--- config.mk ---
export PLATFORM = sky130hd
export DESIGN_NAME = mem_access_sequencer_flat
export DESIGN_NICKNAME = d
export VERILOG_FILES = /design/src/rtl/mem_access_sequencer_if.sv /design/src/rtl/mem_access_sequencer.sv /design/src/flat_wrapper.sv
export SDC_FILE = /design/constraint.sdc
export NUM_CORES = 1
export LEC_CHECK = 0
export CORE_MARGIN = 4
export CORE_UTILIZATION = 41
export DETAILED_ROUTE_END_ITERATION = 8
export HOLD_SLACK_MARGIN = 0.06
export PLACE_DENSITY_LB_ADDON = 0.25
export SLEW_MARGIN = 20
export SYNTH_ARGS = -nofsm -noshare
export SYNTH_HDL_FRONTEND = slang
export SYNTH_SLANG_ARGS = --single-unit
--- constraint.sdc ---
create_clock -name Clk -period 4.8 [get_ports Clk]
set_input_delay 0.96 -clock Clk [delete_from_list [all_inputs] [get_ports Clk]]
set_output_delay 0.96 -clock Clk [all_outputs]
set_load 0.1 [all_outputs]
--- src/rtl/mem_access_sequencer_if.sv ---
// Decoder <-> memory access sequencer bundle: start/op request, MFC return, and the
// memory-side strobes. The master drives requests and MFC; the sequencer is the slave.
interface mem_access_sequencer_if #(
  parameter int OPW = 6
);
  logic           start;
  logic [1:0]     op;
  logic [OPW-1:0] op3_in;
  logic           MFC;
  logic           MAR_Enable;
  logic           MDR_Enable;
  logic           MDR_Mux_select;
  logic           RAM_enable;
  logic [OPW-1:0] RAM_OpCode;
  logic           TEMP_Enable;
  logic           register_file;
  logic           wb_src_temp;
  logic           busy;
  logic           done;
  logic           error;

  modport master (
    output start, op, op3_in, MFC,
    input  MAR_Enable, MDR_Enable, MDR_Mux_select, RAM_enable, RAM_OpCode,
           TEMP_Enable, register_file, wb_src_temp, busy, done, error
  );

  modport slave (
    input  start, op, op3_in, MFC,
    output MAR_Enable, MDR_Enable, MDR_Mux_select, RAM_enable, RAM_OpCode,
           TEMP_Enable, register_file, wb_src_temp, busy, done, error
  );
endinterface

--- src/rtl/mem_access_sequencer.sv ---
// Load/store/swap strobe sequencer; done 5/4/8 cycles after accept plus MFC waits, start ignored while busy.
// Registered Moore outputs; MEM_TIMEOUT_EN adds an MFC watchdog (ERR state, error pulse).
module mem_access_sequencer #(
  parameter int OPW            = 6,
  parameter int TIMEOUT_CYCLES = 16
) (
  input  logic                  Clk,
  input  logic                  RESET,
  mem_access_sequencer_if.slave bus
);

  typedef enum logic [3:0] {
    S_IDLE, S_ADDR, S_LD_REQ, S_LD_CAP, S_WB, S_SW_TEMP,
    S_ST_DATA, S_ST_REQ, S_SW_WB, S_DONE, S_ERR
  } state_t;

  localparam logic [1:0] OP_LD  = 2'b00;
  localparam logic [1:0] OP_ST  = 2'b01;
  localparam logic [1:0] OP_SW  = 2'b10;
  localparam logic [1:0] OP_RSV = 2'b11;

  state_t         state_q, state_d;
  logic [1:0]     op_q, op_d;
  logic [OPW-1:0] op3_q, op3_d;

  logic           mar_q, mdr_en_q, mdr_mux_q, ram_en_q, temp_q, rf_q, wb_temp_q, busy_q, done_q;
  logic [OPW-1:0] opc_q;

`ifdef MEM_TIMEOUT_EN
  localparam int CW = $clog2(TIMEOUT_CYCLES + 1);
  logic [CW-1:0] tmo_q, tmo_d;
  logic          tmo_hit;
  logic          error_q;

  // MFC on the limiting edge takes the normal path, hence the !MFC term.
  assign tmo_hit = !bus.MFC && (tmo_q == CW'(TIMEOUT_CYCLES - 1));
`else
  logic unused_tmo;
  assign unused_tmo = (TIMEOUT_CYCLES != 0);
`endif

  // Swap reads with a word-load opcode, then writes back with a word-store opcode.
  function automatic logic [OPW-1:0] opc_for(state_t s, logic [1:0] o, logic [OPW-1:0] o3);
    logic [OPW-1:0] r;
    r = '0;
    if (s != S_IDLE && s != S_ERR) begin
      if (o != OP_SW) r = o3;
      else if (s == S_ST_DATA || s == S_ST_REQ || s == S_SW_WB || s == S_DONE) r = OPW'(4);
    end
    return r;
  endfunction

  always_comb begin
    state_d = state_q;
    op_d    = op_q;
    op3_d   = op3_q;
    case (state_q)
      S_IDLE: begin
        if (bus.start && bus.op != OP_RSV) begin
          op_d    = bus.op;
          op3_d   = bus.op3_in;
          state_d = S_ADDR;
        end
      end
      S_ADDR:    state_d = (op_q == OP_ST) ? S_ST_DATA : S_LD_REQ;
      S_LD_REQ: begin
        if (bus.MFC) state_d = S_LD_CAP;
`ifdef MEM_TIMEOUT_EN
        else if (tmo_hit) state_d = S_ERR;
`endif
      end
      S_LD_CAP:  state_d = (op_q == OP_LD) ? S_WB : S_SW_TEMP;
      S_WB:      state_d = S_DONE;
      S_SW_TEMP: state_d = S_ST_DATA;
      S_ST_DATA: state_d = S_ST_REQ;
      S_ST_REQ: begin
        if (bus.MFC) state_d = (op_q == OP_SW) ? S_SW_WB : S_DONE;
`ifdef MEM_TIMEOUT_EN
        else if (tmo_hit) state_d = S_ERR;
`endif
      end
      S_SW_WB:   state_d = S_DONE;
      S_DONE:    state_d = S_IDLE;
      S_ERR:     state_d = S_IDLE;
      default:   state_d = S_IDLE;
    endcase
  end

`ifdef MEM_TIMEOUT_EN
  // Staying in a request state implies MFC was low; any entry restarts from zero.
  always_comb begin
    tmo_d = '0;
    if ((state_q == S_LD_REQ || state_q == S_ST_REQ) && state_d == state_q)
      tmo_d = tmo_q + CW'(1);
  end
`endif

  always_ff @(posedge Clk or posedge RESET) begin
    if (RESET) begin
      state_q   <= S_IDLE;
      op_q      <= '0;
      op3_q     <= '0;
      mar_q     <= 1'b0;
      mdr_en_q  <= 1'b0;
      mdr_mux_q <= 1'b0;
      ram_en_q  <= 1'b0;
      temp_q    <= 1'b0;
      rf_q      <= 1'b0;
      wb_temp_q <= 1'b0;
      busy_q    <= 1'b0;
      done_q    <= 1'b0;
      opc_q     <= '0;
`ifdef MEM_TIMEOUT_EN
      tmo_q     <= '0;
      error_q   <= 1'b0;
`endif
    end else begin
      state_q   <= state_d;
      op_q      <= op_d;
      op3_q     <= op3_d;
      mar_q     <= (state_d == S_ADDR);
      mdr_en_q  <= (state_d == S_LD_CAP) || (state_d == S_ST_DATA);
      mdr_mux_q <= (state_d == S_LD_REQ) || (state_d == S_LD_CAP);
      ram_en_q  <= (state_d == S_LD_REQ) || (state_d == S_ST_REQ);
      temp_q    <= (state_d == S_SW_TEMP);
      rf_q      <= (state_d == S_WB) || (state_d == S_SW_WB);
      wb_temp_q <= (state_d == S_SW_WB);
      busy_q    <= (state_d != S_IDLE);
      done_q    <= (state_d == S_DONE);
      opc_q     <= opc_for(state_d, op_d, op3_d);
`ifdef MEM_TIMEOUT_EN
      tmo_q     <= tmo_d;
      error_q   <= (state_d == S_ERR);
`endif
    end
  end

  assign bus.MAR_Enable     = mar_q;
  assign bus.MDR_Enable     = mdr_en_q;
  assign bus.MDR_Mux_select = mdr_mux_q;
  assign bus.RAM_enable     = ram_en_q;
  assign bus.RAM_OpCode     = opc_q;
  assign bus.TEMP_Enable    = temp_q;
  assign bus.register_file  = rf_q;
  assign bus.wb_src_temp    = wb_temp_q;
  assign bus.busy           = busy_q;
  assign bus.done           = done_q;
`ifdef MEM_TIMEOUT_EN
  assign bus.error          = error_q;
`else
  assign bus.error          = 1'b0;
`endif

endmodule

--- src/flat_wrapper.sv ---
// flat-port wrapper written by rule: the top's interface ports become plain ports
module mem_access_sequencer_flat 
#(
  parameter int OPW            = 6,
  parameter int TIMEOUT_CYCLES = 16
)
  (Clk, RESET, bus_start, bus_op, bus_op3_in, bus_MFC, bus_MAR_Enable, bus_MDR_Enable, bus_MDR_Mux_select, bus_RAM_enable, bus_RAM_OpCode, bus_TEMP_Enable, bus_register_file, bus_wb_src_temp, bus_busy, bus_done, bus_error);
  mem_access_sequencer_if #(.OPW(OPW)) bus_i ();
  input  logic Clk;
  input  logic RESET;
  input wire logic [$bits(bus_i.start)-1:0] bus_start;
  input wire logic [$bits(bus_i.op)-1:0] bus_op;
  input wire logic [$bits(bus_i.op3_in)-1:0] bus_op3_in;
  input wire logic [$bits(bus_i.MFC)-1:0] bus_MFC;
  output wire logic [$bits(bus_i.MAR_Enable)-1:0] bus_MAR_Enable;
  output wire logic [$bits(bus_i.MDR_Enable)-1:0] bus_MDR_Enable;
  output wire logic [$bits(bus_i.MDR_Mux_select)-1:0] bus_MDR_Mux_select;
  output wire logic [$bits(bus_i.RAM_enable)-1:0] bus_RAM_enable;
  output wire logic [$bits(bus_i.RAM_OpCode)-1:0] bus_RAM_OpCode;
  output wire logic [$bits(bus_i.TEMP_Enable)-1:0] bus_TEMP_Enable;
  output wire logic [$bits(bus_i.register_file)-1:0] bus_register_file;
  output wire logic [$bits(bus_i.wb_src_temp)-1:0] bus_wb_src_temp;
  output wire logic [$bits(bus_i.busy)-1:0] bus_busy;
  output wire logic [$bits(bus_i.done)-1:0] bus_done;
  output wire logic [$bits(bus_i.error)-1:0] bus_error;
  assign bus_i.start = bus_start;
  assign bus_i.op = bus_op;
  assign bus_i.op3_in = bus_op3_in;
  assign bus_i.MFC = bus_MFC;
  assign bus_MAR_Enable = bus_i.MAR_Enable;
  assign bus_MDR_Enable = bus_i.MDR_Enable;
  assign bus_MDR_Mux_select = bus_i.MDR_Mux_select;
  assign bus_RAM_enable = bus_i.RAM_enable;
  assign bus_RAM_OpCode = bus_i.RAM_OpCode;
  assign bus_TEMP_Enable = bus_i.TEMP_Enable;
  assign bus_register_file = bus_i.register_file;
  assign bus_wb_src_temp = bus_i.wb_src_temp;
  assign bus_busy = bus_i.busy;
  assign bus_done = bus_i.done;
  assign bus_error = bus_i.error;
  mem_access_sequencer #(.OPW(OPW), .TIMEOUT_CYCLES(TIMEOUT_CYCLES)) u_core (.Clk(Clk), .RESET(RESET), .bus(bus_i));
endmodule
==> flow_summary.html <==
<table>
<tr><th>Metric</th><th>Value</th></tr>
<tr><th colspan="2">Run status</th></tr>
<tr><td>Status</td><td>finished clean</td></tr>
<tr><th colspan="2">Placement</th></tr>
<tr><td># placed instances</td><td>between 150 and 200</td></tr>
<tr><td>IO buf count</td><td>26</td></tr>
<tr><td>Final RePlAce weighted congestion</td><td>around 0.84</td></tr>
<tr><td>Post-detail-place hpwl</td><td>between 1.5 and 2 mm</td></tr>
<tr><th colspan="2">Synth</th></tr>
<tr><td>Share of flip-flops with an asynchronous set or reset</td><td>1.00</td></tr>
<tr><td>Mean instance size in the synthesized netlist</td><td>about 12 µm²</td></tr>
<tr><td>Cell count after synthesis</td><td>101</td></tr>
<tr><td>Number of flops mapped to enable cells by yosys</td><td>0</td></tr>
<tr><td>Main flop type after synthesis</td><td>dfrtp_1</td></tr>
<tr><td>Count of warnings emitted by yosys</td><td>0</td></tr>
<tr><td>Post-synthesis mux area share</td><td>0.0850</td></tr>
<tr><td>Synthesized area</td><td>~0.0012 mm²</td></tr>
<tr><td>Distinct cell type count after synthesis</td><td>36</td></tr>
<tr><td>Number of flip-flops and latches in the synthesized netlist</td><td>27</td></tr>
<tr><td>Synthesized-area fraction occupied by and/or/nand/nor cells</td><td>0.201</td></tr>
<tr><td>Post-synthesis share of cell area spent on xor and xnor gates</td><td>0</td></tr>
<tr><td>Portion of the post-synthesis area used by sequential elements</td><td>0.553</td></tr>
<tr><td>Synth Area in Compound Gates</td><td>0.118</td></tr>
<tr><td>Main combinational cell family by area after synthesis</td><td>simple AND/OR/NAND/NOR gates</td></tr>
<tr><td>Adder and majority gate portion of the synthesized area</td><td>0</td></tr>
<tr><td>Mapped Nets</td><td>around 110</td></tr>
<tr><th colspan="2">Global routing</th></tr>
<tr><td>Grt total ovfl</td><td>0</td></tr>
<tr><td>Via count of the first global-routing pass</td><td>between 800 and 900</td></tr>
<tr><td>First-pass GRT wire length</td><td>between 3 and 4 mm</td></tr>
<tr><td>Pin count of the biggest net entering global routing</td><td>28</td></tr>
<tr><td>Antenna violations before repair</td><td>0</td></tr>
<tr><td>Global Route Usage Sum</td><td>0.115</td></tr>
<tr><th colspan="2">CTS</th></tr>
<tr><td>Clock tree from TritonCTS</td><td>yes</td></tr>
<tr><td># clock sinks</td><td>27</td></tr>
<tr><td>Total clock buffers created by CTS</td><td>3</td></tr>
<tr><td>Clock insertion delay at the later pin of the skew report</td><td>~0.32 ns</td></tr>
<tr><td>Clock slew seen by the registers of the worst setup and hold paths</td><td>roughly 0.15 ns</td></tr>
<tr><td>Cts-stage hold buffer count</td><td>0</td></tr>
<tr><td>H-tree levels</td><td>1</td></tr>
<tr><td>Total of cells resized after clock tree synthesis</td><td>0</td></tr>
<tr><td>Root buf cell</td><td>clkbuf_4</td></tr>
<tr><td>Buffers from clock root to sink, at most</td><td>2</td></tr>
<tr><td>Post-CTS Setup Inserts</td><td>0</td></tr>
<tr><th colspan="2">Worst setup path</th></tr>
<tr><td>CP bufs+invs</td><td>1</td></tr>
<tr><td>Cells traversed along the worst timing path</td><td>clkdlybuf4s50_1</td></tr>
<tr><td>Worst stage delay on the critical path</td><td>between 1 and 1.5 ns</td></tr>
<tr><td>CP Capture Type</td><td>output pin</td></tr>
<tr><td>WP data required</td><td>3.84 ns</td></tr>
<tr><td>Family with the most delay on the worst path</td><td>buffers and inverters</td></tr>
<tr><td>Worst path arrival time</td><td>1.83 ns</td></tr>
<tr><td>Worst-path cell with the longest stage delay</td><td>clkdlybuf4s50_1</td></tr>
<tr><td>Maximum fanout encountered on the critical timing path</td><td>1</td></tr>
<tr><td>Type of origin of the critical path</td><td>flop</td></tr>
<tr><td>Type of the worst setup path</td><td>flop to output pin</td></tr>
<tr><th colspan="2">Timing</th></tr>
<tr><td>Post-route clock period utilization</td><td>0.581</td></tr>
<tr><td>Number of failing setup endpoints in the final timing report</td><td>0</td></tr>
<tr><td>Sum of negative setup slack</td><td>0 ns</td></tr>
<tr><td>Worst setup skew after layout</td><td>0.00448 ns</td></tr>
<tr><td>Upper clock frequency limit</td><td>about 360 MHz</td></tr>
<tr><td>Pin slew with the least headroom to its limit</td><td>between 0.9 and 1 ns</td></tr>
<tr><td>Final Max Tran Viols</td><td>0</td></tr>
<tr><td>Minimum clock period after layout</td><td>2.79 ns</td></tr>
<tr><td>Worst-case headroom to the max-slew limit</td><td>0.345</td></tr>
<tr><td>Final-report hold violation count</td><td>0</td></tr>
<tr><td>Unrepaired setup endpoints after global routing</td><td>false</td></tr>
<tr><th colspan="2">Floorplanning</th></tr>
<tr><td>Core area</td><td>0.00281 mm²</td></tr>
<tr><td>Die boundary width</td><td>~63 µm</td></tr>
<tr><td>Floorplan row count</td><td>19</td></tr>
<tr><td>Number of top-level pins</td><td>28</td></tr>
<tr><td>Effective utilization at floorplan</td><td>0.435</td></tr>
<tr><td>Die Outline Area</td><td>0.00392 mm²</td></tr>
<tr><td>Height of the chip</td><td>roughly 63 µm</td></tr>
<tr><th colspan="2">Job</th></tr>
<tr><td>Max-cap viol count</td><td>0</td></tr>
<tr><th colspan="2">Detailed routing</th></tr>
<tr><td>Routed vias/inst</td><td>approximately 5.3</td></tr>
<tr><td>Wire length per cell</td><td>between 10 and 15 µm</td></tr>
<tr><td>Via count</td><td>827</td></tr>
<tr><td>Iter 0 DRT Violations</td><td>14</td></tr>
<tr><td>Remaining antenna violation count after routing</td><td>0</td></tr>
<tr><td>Pre-antenna DRT Iters</td><td>5</td></tr>
<tr><td>Total length of routed wires</td><td>around 2.2 mm</td></tr>
<tr><td>Number of DRC violations after detailed routing</td><td>0</td></tr>
<tr><th colspan="2">Cells and area</th></tr>
<tr><td>Final layout net count</td><td>approximately 140</td></tr>
<tr><td>Fin cells</td><td>roughly 160</td></tr>
<tr><td>Fraction of layout cells with a size suffix above 1</td><td>0.151</td></tr>
<tr><td>Number of fill cells in the layout</td><td>between 200 and 300</td></tr>
<tr><td>Commonest cells after routing, fill and taps aside</td><td>dfrtp_1 (27), clkdlybuf4s50_1 (26), nor2b_1 (8)</td></tr>
<tr><td>Antenna fix cells</td><td>0</td></tr>
<tr><td>Layout overhead on the synthesized area</td><td>24.2%</td></tr>
<tr><td>Leading cell type in the layout, fill and taps excluded</td><td>dfrtp_1</td></tr>
<tr><th colspan="2">Hold path</th></tr>
<tr><td>Worst min path class</td><td>flop to flop</td></tr>
</table>
==> layout make-up <==
cell class | count | area, µm² | area share
sequential | 27 | 676 | 0.446
multi-input combinational | 65 | 497 | 0.328
timing repair buffer | 26 | 260 | 0.172
tap | 31 | 38.8 | 0.0256
clock buffer | 3 | 22.5 | 0.0149
inverter | 4 | 15.0 | 0.00990
clock inverter | 1 | 7.51 | 0.00495
==> through the flow <==
| stage | hold slack (ns) | cell area [µm²] | utilization | setup WS [ns] |
|---|---|---|---|---|
| after floorplan | 0.465 | 1220 | - | 2.79 |
| after global placement | 0.475 | 1490 | 0.530 | 2.10 |
| after detailed placement | 0.479 | 1490 | 0.530 | 2.04 |
| after CTS | 0.514 | 1520 | 0.541 | 1.99 |
| after global routing | 0.526 | 1520 | 0.541 | 1.93 |
| final | 0.512 | 1520 | 0.541 | 2.01 |
==> cells in the mapped netlist, types with 2 or more instances <==
master    count  area (µm²)
and2_1        2        12.5
inv_1         4        15.0
nand2b_1      5        31.3
or3_1         2        12.5
o21ai_0       4        20.0
nor3_1        2        10.0
nand2_1       3        11.3
dfrtp_1      27         676
nand3b_1      2        15.0
mux2_2        7        78.8
nand3_1       3        15.0
a21oi_1       5        25.0
buf_2         3        15.0
o211a_1       2        20.0
nor2_1        2        7.51
nor2b_1       8        50.1
==> metal layers <==
metal  GRT usage  share of wire  up-vias
li1            -              -      397
met1       0.135           0.42      395
met2       0.204           0.52       33
met3      0.0288          0.051        2
met4      0.0413         0.0063        0
met5           0              0        -
==> kinds of logic after synthesis <==
group | Yosys count
other | 1
multiplexers | 9
AO/OA/AOI/OAI | 19
flip-flops | 27
AND/OR/NAND/NOR | 36
buffers and inverters | 9
==> path summary, 6_finish.rpt <==
check | start | endpoint | slack (ns) | cells after the start
setup reg to reg | u_core.state_q[3] | u_core.bus.RAM_OpCode[4] | 2.97 | 5
hold reg to reg | u_core.op3_q[3] | u_core.op3_q[3] | 0.51 | 1
min in group asynchronous | RESET | u_core.bus.done | 1.01 | 2
setup / recovery | u_core.bus.RAM_OpCode[3] | bus_RAM_OpCode[3] | 2.01 | 1
max in group asynchronous | RESET | u_core.state_q[0] | 3.37 | 2
hold / removal | u_core.op3_q[3] | u_core.op3_q[3] | 0.51 | 1
==> state kept, by name (all words and copies together), names as in the netlist <==
register and cells:
u_core.bus.RAM_OpCode 6, u_core.op3_q 6, u_core.state_q 4, u_core.op_q 2
u_core.bus.MAR_Enable 1, u_core.bus.MDR_Enable 1, u_core.bus.MDR_Mux_select 1, u_core.bus.RAM_enable 1
u_core.bus.TEMP_Enable 1, u_core.bus.busy 1, u_core.bus.done 1, u_core.bus.register_file 1
u_core.bus.wb_src_temp 1
Power is not shown: default switching activity piles up to over one toggle a cycle in this logic, so the estimate is an artifact.
